[src/rtl/bitmap_index_encoder_pkg.sv]
// Shared display-path constants and FSM encoding for the bitmap-to-index encoder.
package bitmap_index_encoder_pkg;

    localparam int DISP_WIDTH = 32;
    localparam int DISP_IDX_W = 5;

    typedef enum logic [1:0] {
        ST_IDLE = 2'd0,
        ST_EMIT = 2'd1,
        ST_DONE = 2'd2
    } state_t;

endpackage

[src/rtl/bitmap_index_encoder_prio_enc_lsb.sv]
// Combinational lowest-set-bit encoder; also flags empty and single-bit vectors.
module prio_enc_lsb
    import bitmap_index_encoder_pkg::*;
#(
    parameter int WIDTH = DISP_WIDTH,
    parameter int IDX_W = DISP_IDX_W
) (
    input  logic [WIDTH-1:0] vec,
    output logic [IDX_W-1:0] idx,
    output logic             any,
    output logic             onehot
);

    logic found;

    // NOTE: every variable written here gets a default first, so no path can infer a latch.
    always_comb begin
        idx   = '0;
        found = 1'b0;
        for (int i = 0; i < WIDTH; i++) begin
            if (vec[i] && !found) begin
                idx   = IDX_W'(i);
                found = 1'b1;
            end
        end
    end

    assign any    = |vec;
    // A single set bit is exactly the isolated lowest bit.
    assign onehot = any && (vec == (WIDTH'(1) << idx));

endmodule

[src/rtl/bitmap_index_encoder.sv]
// Captures a multi-hot bitmap and streams the indices of its set bits, lowest first.
module bitmap_index_encoder
    import bitmap_index_encoder_pkg::*;
#(
    parameter int WIDTH = DISP_WIDTH,
    parameter int IDX_W = DISP_IDX_W
) (
    input  logic             clk,
    input  logic             rst,
    input  logic             load_valid,
    input  logic [WIDTH-1:0] load_data,
    output logic             load_ready,
    output logic             out_valid,
    input  logic             out_ready,
    output logic [IDX_W-1:0] out_idx,
    output logic             out_last,
    output logic             done,
    output logic [IDX_W:0]   count
);

    state_t           state_q, state_d;
    logic [WIDTH-1:0] pending_q, pending_d;
    logic [IDX_W:0]   count_q, count_d;
    logic [IDX_W:0]   load_pop;
    logic [IDX_W-1:0] enc_idx;
    logic             enc_any;
    logic             enc_onehot;

    prio_enc_lsb #(.WIDTH(WIDTH), .IDX_W(IDX_W)) u_prio_enc (
        .vec    (pending_q),
        .idx    (enc_idx),
        .any    (enc_any),
        .onehot (enc_onehot)
    );

    always_comb begin
        load_pop = '0;
        for (int i = 0; i < WIDTH; i++) begin
            load_pop = load_pop + {{IDX_W{1'b0}}, load_data[i]};
        end
    end

    always_comb begin
        state_d    = state_q;
        pending_d  = pending_q;
        count_d    = count_q;
        load_ready = 1'b0;
        out_valid  = 1'b0;
        out_idx    = '0;
        out_last   = 1'b0;
        done       = 1'b0;
        unique case (state_q)
            ST_IDLE: begin
                load_ready = ~rst;
                if (load_valid && load_ready) begin
                    pending_d = load_data;
                    count_d   = load_pop;
                    state_d   = (|load_data) ? ST_EMIT : ST_DONE;
                end
            end
            ST_EMIT: begin
                out_valid = enc_any;
                out_idx   = enc_idx;
                out_last  = enc_onehot;
                if (out_ready) begin
                    // Clearing the lowest set bit retires exactly the beat just accepted.
                    pending_d = pending_q & (pending_q - WIDTH'(1));
                    if (enc_onehot) begin
                        state_d = ST_DONE;
                    end
                end
            end
            ST_DONE: begin
                done    = 1'b1;
                state_d = ST_IDLE;
            end
            default: state_d = ST_IDLE;
        endcase
    end

    // NOTE: sequential state uses non-blocking assignments so all registers update from pre-edge values.
    always_ff @(posedge clk) begin
        if (rst) begin
            // NOTE: pending is cleared too, so a reset drops any partial stream.
            state_q   <= ST_IDLE;
            pending_q <= '0;
            count_q   <= '0;
        end else begin
            state_q   <= state_d;
            pending_q <= pending_d;
            count_q   <= count_d;
        end
    end

    assign count = count_q;

endmodule

[config.mk]
export PLATFORM = sky130hd
export DESIGN_NAME = bitmap_index_encoder
export DESIGN_NICKNAME = d
export VERILOG_FILES = /design/src/rtl/bitmap_index_encoder_pkg.sv /design/src/rtl/bitmap_index_encoder_prio_enc_lsb.sv /design/src/rtl/bitmap_index_encoder.sv
export SDC_FILE = /design/constraint.sdc
export NUM_CORES = 1
export LEC_CHECK = 0
export ABC_AREA = 1
export CORE_MARGIN = 1.5
export CORE_UTILIZATION = 35
export DETAILED_ROUTE_END_ITERATION = 7
export DONT_BUFFER_PORTS = 1
export MAX_ROUTING_LAYER = met4
export PLACE_DENSITY = 0.53
export SLEW_MARGIN = 20
export SYNTH_ARGS = -nofsm -noshare
export SYNTH_HDL_FRONTEND = slang
export SYNTH_HIERARCHICAL = 1
export SYNTH_SLANG_ARGS = --single-unit
[constraint.sdc]
create_clock -name clk -period 4.85 [get_ports clk]
set_input_delay 0.2425 -clock clk [delete_from_list [all_inputs] [get_ports clk]]
set_output_delay 0.2425 -clock clk [all_outputs]
set_load 0.05 [all_outputs]
**After elaboration in Yosys (flattened, before gate mapping)**

Cells that the tools add are included.

- Register bits: 40
- Input bits: 36
- Output and inout port bits: 15
- Word-level logic and storage cells: 190

- $add $sub $neg: 32
- Eq/ne operators: 6
- Shift-type cells: 1
- Muxes and demuxes: 75
- Bitwise gates (word level): 2
- Reduce and logical (&&, ||, !) cells: 71

Operators by type and width:

| cell | number |
|---|---|
| $add 6x1->6 | 26 |
| $mux 5 | 17 |
| $mux 32 | 2 |
| $pmux 32 s2 | 1 |
| $reduce_or 32->1 | 2 |
| $mux 1 | 36 |
| $logic_and 1x1->1 | 33 |
| $and 32x32->32 | 1 |
| $eq 32x32->1 | 1 |
| $mux 4 | 8 |
| $shl 1x5->32 const A | 1 |
| $sub 32x1->32 const B | 1 |
| $logic_not 1->1 | 31 |
| $mux 2 | 6 |
| $mux 3 | 4 |
| $add 5x1->6 | 1 |
| $ne 2x2->1 const B | 3 |
| $reduce_and 3->1 | 2 |
| $add 4x1->5 | 1 |
| $add 3x1->4 | 1 |
| $pmux 2 s2 | 1 |
| $add 2x1->3 | 1 |
| $add 1x1->2 | 1 |
| $eq 2x1->1 const B | 1 |
| other kinds (5) | 5 |

**Logic depth before layout (Yosys ltp)**

- Depth after elaboration: 100
- Mapped depth: 24
- Gate-level depth less buffers: 24

**Modules after synthesis**

The synthesis kept the hierarchy.

By module, submodules not included:

| module | instances | cells an instance | area each (µm²) | sequential area each (µm²) |
|---|---|---|---|---|
| bitmap_index_encoder | 1 | 422 | 2986.6 | 800.8 |
| prio_enc_lsb | 1 | 159 | 845.8 | 0.0 |

**Worst setup path after synthesis**

OpenSTA, ideal clock, no wires.

- Path kind: input to register
- Start: input port load_data[0]
- End: register count_q[4] (netlist: count[4])
- Library setup time: 0.119 ns
- Arrival time: 4.308 ns
- Required time: 4.731 ns
- Path slack: 0.423 ns
- Stages on the path: 16
- Buffers on the path: 0
- Cell sequence: inv_1 -> fa_1 -> inv_1 -> fa_1 -> fa_1 -> fa_1 -> fa_1 -> inv_1 -> fa_1 -> inv_1 -> ha_1 -> fa_1 -> nand3_1 -> a21oi_1 -> a211oi_1 -> nor2_1

- Cells in the longest elaborated chain, start to end: 31

RTL lines:

| what | line | text |
|---|---|---|
| start: declaration | bitmap_index_encoder.sv:11 | `input logic [WIDTH-1:0] load_data,` |
| $add 1x1->2 | bitmap_index_encoder.sv:39 | `load_pop = load_pop + {{IDX_W{1'b0}}, load_data[i]};` |
| $add 2x1->3 | bitmap_index_encoder.sv:39 |  |
| $add 3x1->4 | bitmap_index_encoder.sv:39 |  |
| $add 4x1->5 | bitmap_index_encoder.sv:39 |  |
| $add 5x1->6 | bitmap_index_encoder.sv:39 |  |
| $add 6x1->6 (26 in series) | bitmap_index_encoder.sv:39 |  |
| end signal: assignment | bitmap_index_encoder.sv:91 | `count_q <= count_d;` |
| end: declaration | bitmap_index_encoder.sv:23 | `logic [IDX_W:0] count_q, count_d;` |

Every way passes these cells.
A chain may end at the register's enable or synchronous reset.

**Final worst setup path**

Ends and elaborated chain as after synthesis.

==> results.yml <==
die:
  rows: 38
  coreArea_mm2: 0.0107
  die_h_um: 108
  ios: 51
  dieWidth_um: 108
  dieArea_mm2: 0.0116
  start_util_pct: 35.7
worst_setup_path:
  ff2ff_setup_slack_ns: 1.97
  slowest_stage: "fa_1"
  cp.arrival_ns: 4.47
  path_max_fanout: 2
  path_cells: "inv_1 -> fa_1 -> inv_1 -> fa_1 -> fa_1 -> fa_1 -> fa_1 -> inv_1 -> fa_1 -> inv_1 -> ha_1 -> fa_1 -> nand3_1 -> a21oi_1 -> a211oi_1 -> nor2_1"
  worst-path-buf-inv: 4
  cp_top_family: "adder cells"
  regToRegEndpoint: "state_q[1]"
  critPathLaunchType: "input pin"
  critPathKind: "in -> reg"
  cp.required_ns: 5.04
  end_kind: "flip-flop"
  critPathMostFrequentCell: "fa_1"
  crit_start: "load_data[0]"
  r2r-start: "pending_q[5]"
  reg2reg_depth: 21
  crit_path_max_incr_delay_ns: 0.53
pwr:
  p_leak_nw: 1.77
  total_power_w: 0.00171
  power_density_mw_per_mm2: 427
  peakVddDrop_mv: 0.533
logic_synthesis:
  netlist_top_cells_count: "151 x nand2_1, 81 x inv_1, 66 x nor2_1"
  synth_edf_count: 0
  synth.distinct_cells: 43
  yosys_warnings: 6
  yosysTopAreaCell: "dfxtp_1"
  yosysTopAreaCellShare_pct: 20.9
  syn_inst: 581
  syn_nets: 649
  ys_ff_latch: 40
  synth-main-ff-cell: "dfxtp_1"
  synth_area_per_cell_um2: 6.60
  async_flop_share_pct: 0
  synth_most_common_cell: "nand2_1"
  ys_seq_area_share_pct: 20.9
  yosys-top-cells-area: "dfxtp_1 21%, nand2_1 15%, fa_1 13%, inv_1 7.9%, nor2_1 6.5%"
  syn_area_mm2: 0.00383
clocking:
  insertion_delay_ns: 0.30
  h-tree-depth: 2
  cts_buffers: 5
  cts_tree: "yes"
  clk_pin_slew_ns: 0.08
  clock_path_buffers: 2
  numClockSinks: 40
  cts_setup_buffers: 0
  cts.root.buffer_cell: "clkbuf_8"
layout:
  fillers: 1207
  drive_above_1_share_pct: 7.92
  final_util_pct: 37.4
  nets: 649
  area.sequential_um2: 801
  multi_input_area_mm2: 0.00260
  syn_to_final_growth_pct: 4.77
  diodes: 0
route:
  drc: 0
  via_per_inst: 5.22
  dr.pass1.iters: 5
  antenna_left: 0
  vias: 3762
  drt-wirelength-per-cell_um: 15.8
  drt_iter0_markers: 262
  wirelength_um: 11400
placement:
  hpwl_um: 9090
  place_congestion: 0.972
  portBuffers: 0
min_path:
  min-delay-start: "load_data[4]"
  min_path_cells: 2
  hold_path_class: "in -> reg"
  hold_end: "pending_q[4]"
sta:
  clock_skew_ns: 0.00875
  fin_tns_setup_ns: 0
  slew_violations: 0
  fmax_mhz: 234
  setup_viol: 0
  worst_slew_pin_slew_ns: 1.13
  finalHoldViolCount: 0
  fin_crit_sh_pct: 88.1
  rsz0062_at_grt: "no"
  relSlewSlack_pct: 24.6
  period_minus_slack_ns: 4.28
global_route:
  grt_overflow: 0
  grt_usage_pct: 21.5
  grt_max_degree: 38
  grt_pass1_wl_um: 18700
  grt_pass1_vias: 3758
  grt_antenna_before_repair: 0
run_status:
  status: "finished clean"
flow_run:
  cap_violations: 0
-- flip-flops by register name, summed over array words and instances (netlist names) --
name       cells
state_q        2
pending_q     32
count          6
-- per-stage QoR --
| step | setup WS (ns) | hold WS (ns) | cell area [µm²] | std cells |
|---|---|---|---|---|
| floorplan | 0.423 | 0.388 | 3830 | 581 |
| global placement | 0.286 | 0.310 | 3900 | 710 |
| detailed placement | 0.255 | 0.313 | 3900 | 710 |
| CTS | 0.561 | 0.00196 | 4010 | 720 |
| global route | 0.416 | 0.0789 | 4020 | 721 |
| finish | 0.575 | 0.0841 | 4020 | 721 |
-- routing by layer --
layer	share of wire (%)	wire [µm]	GRT usage [%]	up-vias
met5	0	0	-	-
met4	1.6	183	6.86	0
met3	6.9	780	3.63	12
met2	48	5470	36.0	123
met1	43	4930	26.3	1756
li1	-	-	-	1871
-- power by group --
group	switching [W]	total, W	leakage (nW)	internal, W
logic	0.000630	0.00103	1.40	0.000396
registers	0.000102	0.000466	0.327	0.000364
clock network	0.000123	0.000221	0.0410	0.0000981
-- area by class of cell --
cell class                      instances  share of cell area [%]
Clock buffer                            6                    1.81
Clock inverter                          1                   0.125
Inverter                               84                    7.98
Multi-Input combinational cell        446                    64.8
Sequential cell                        40                    19.9
Tap cell                              140                    4.36
Timing Repair Buffer                    4                   0.997
-- cell families after synthesis --
logic type	after synthesis	share of synthesized area, %
AOI/OAI and AO/OA	101	14.8
xor gates and xnor gates	1	0.229
adders and majority gates	32	15.1
buffers and inverters	95	11.2
DFF	40	20.9
and+or+nand+nor	312	37.7
-- layout by cell type, fill, tap and decap left out, types with 2 or more instances in the layout --
cell / instances
or2_1: 2
nor2_1: 66
clkbuf_8: 5
a21oi_2: 3
fa_1: 24
or2_2: 3
a221oi_1: 2
a21oi_1: 46
nor2_8: 2
o21ai_0: 34
o22ai_1: 3
dfxtp_1: 40
nand2_4: 3
dlygate4sd3_1: 4
o221ai_1: 2
nor3_1: 11
nand4_1: 9
nand3_1: 37
ha_1: 8
nor2_4: 4
nand2_2: 6
inv_1: 81
a22oi_1: 2
o31ai_1: 2
nand2_1: 151
nand3_2: 5
nor2_2: 8
inv_2: 2
-- worst reg2reg max path, cell delays in order, from the launching register on --
cell and delay, ns:
dfxtp_1 0.41, nor2_2 0.16, nand3_2 0.15, nor2_8 0.17
nand2_4 0.12, nor2_8 0.14, nand2_4 0.09, nor2_4 0.16
a21oi_1 0.09, nand2_1 0.10, nand3_2 0.07, nor2_1 0.09
nand4_1 0.12, nand2_1 0.09, nand3_1 0.06, nor2_1 0.11
nand3_1 0.08, nor2_1 0.25, nand2_1 0.09, nand2_1 0.10
nand3_1 0.07, a21oi_1 0.11
-- worst max path at each step --
| stage | slack, ns | to | depth (start not counted) |
|---|---|---|---|
| 5_1_grt | 0.42 | count[4] | 16 |
| 6_report | 0.57 | count[4] | 16 |
| 2_1_floorplan | 0.42 | count[4] | 16 |
| 4_1_cts | 0.56 | count[4] | 16 |
| 3_5_place_dp | 0.26 | count[4] | 16 |
| 3_3_place_gp | 0.29 | count[4] | 16 |
-- repair_timing --
item                                    4_1_cts  5_1_grt
hold buffers                                  3        1
endpoints found under the setup margin        0        0
endpoints found under the hold margin        25        2
gates resized for setup                       0        0
Note: power is estimated with default switching activity, not from simulation.
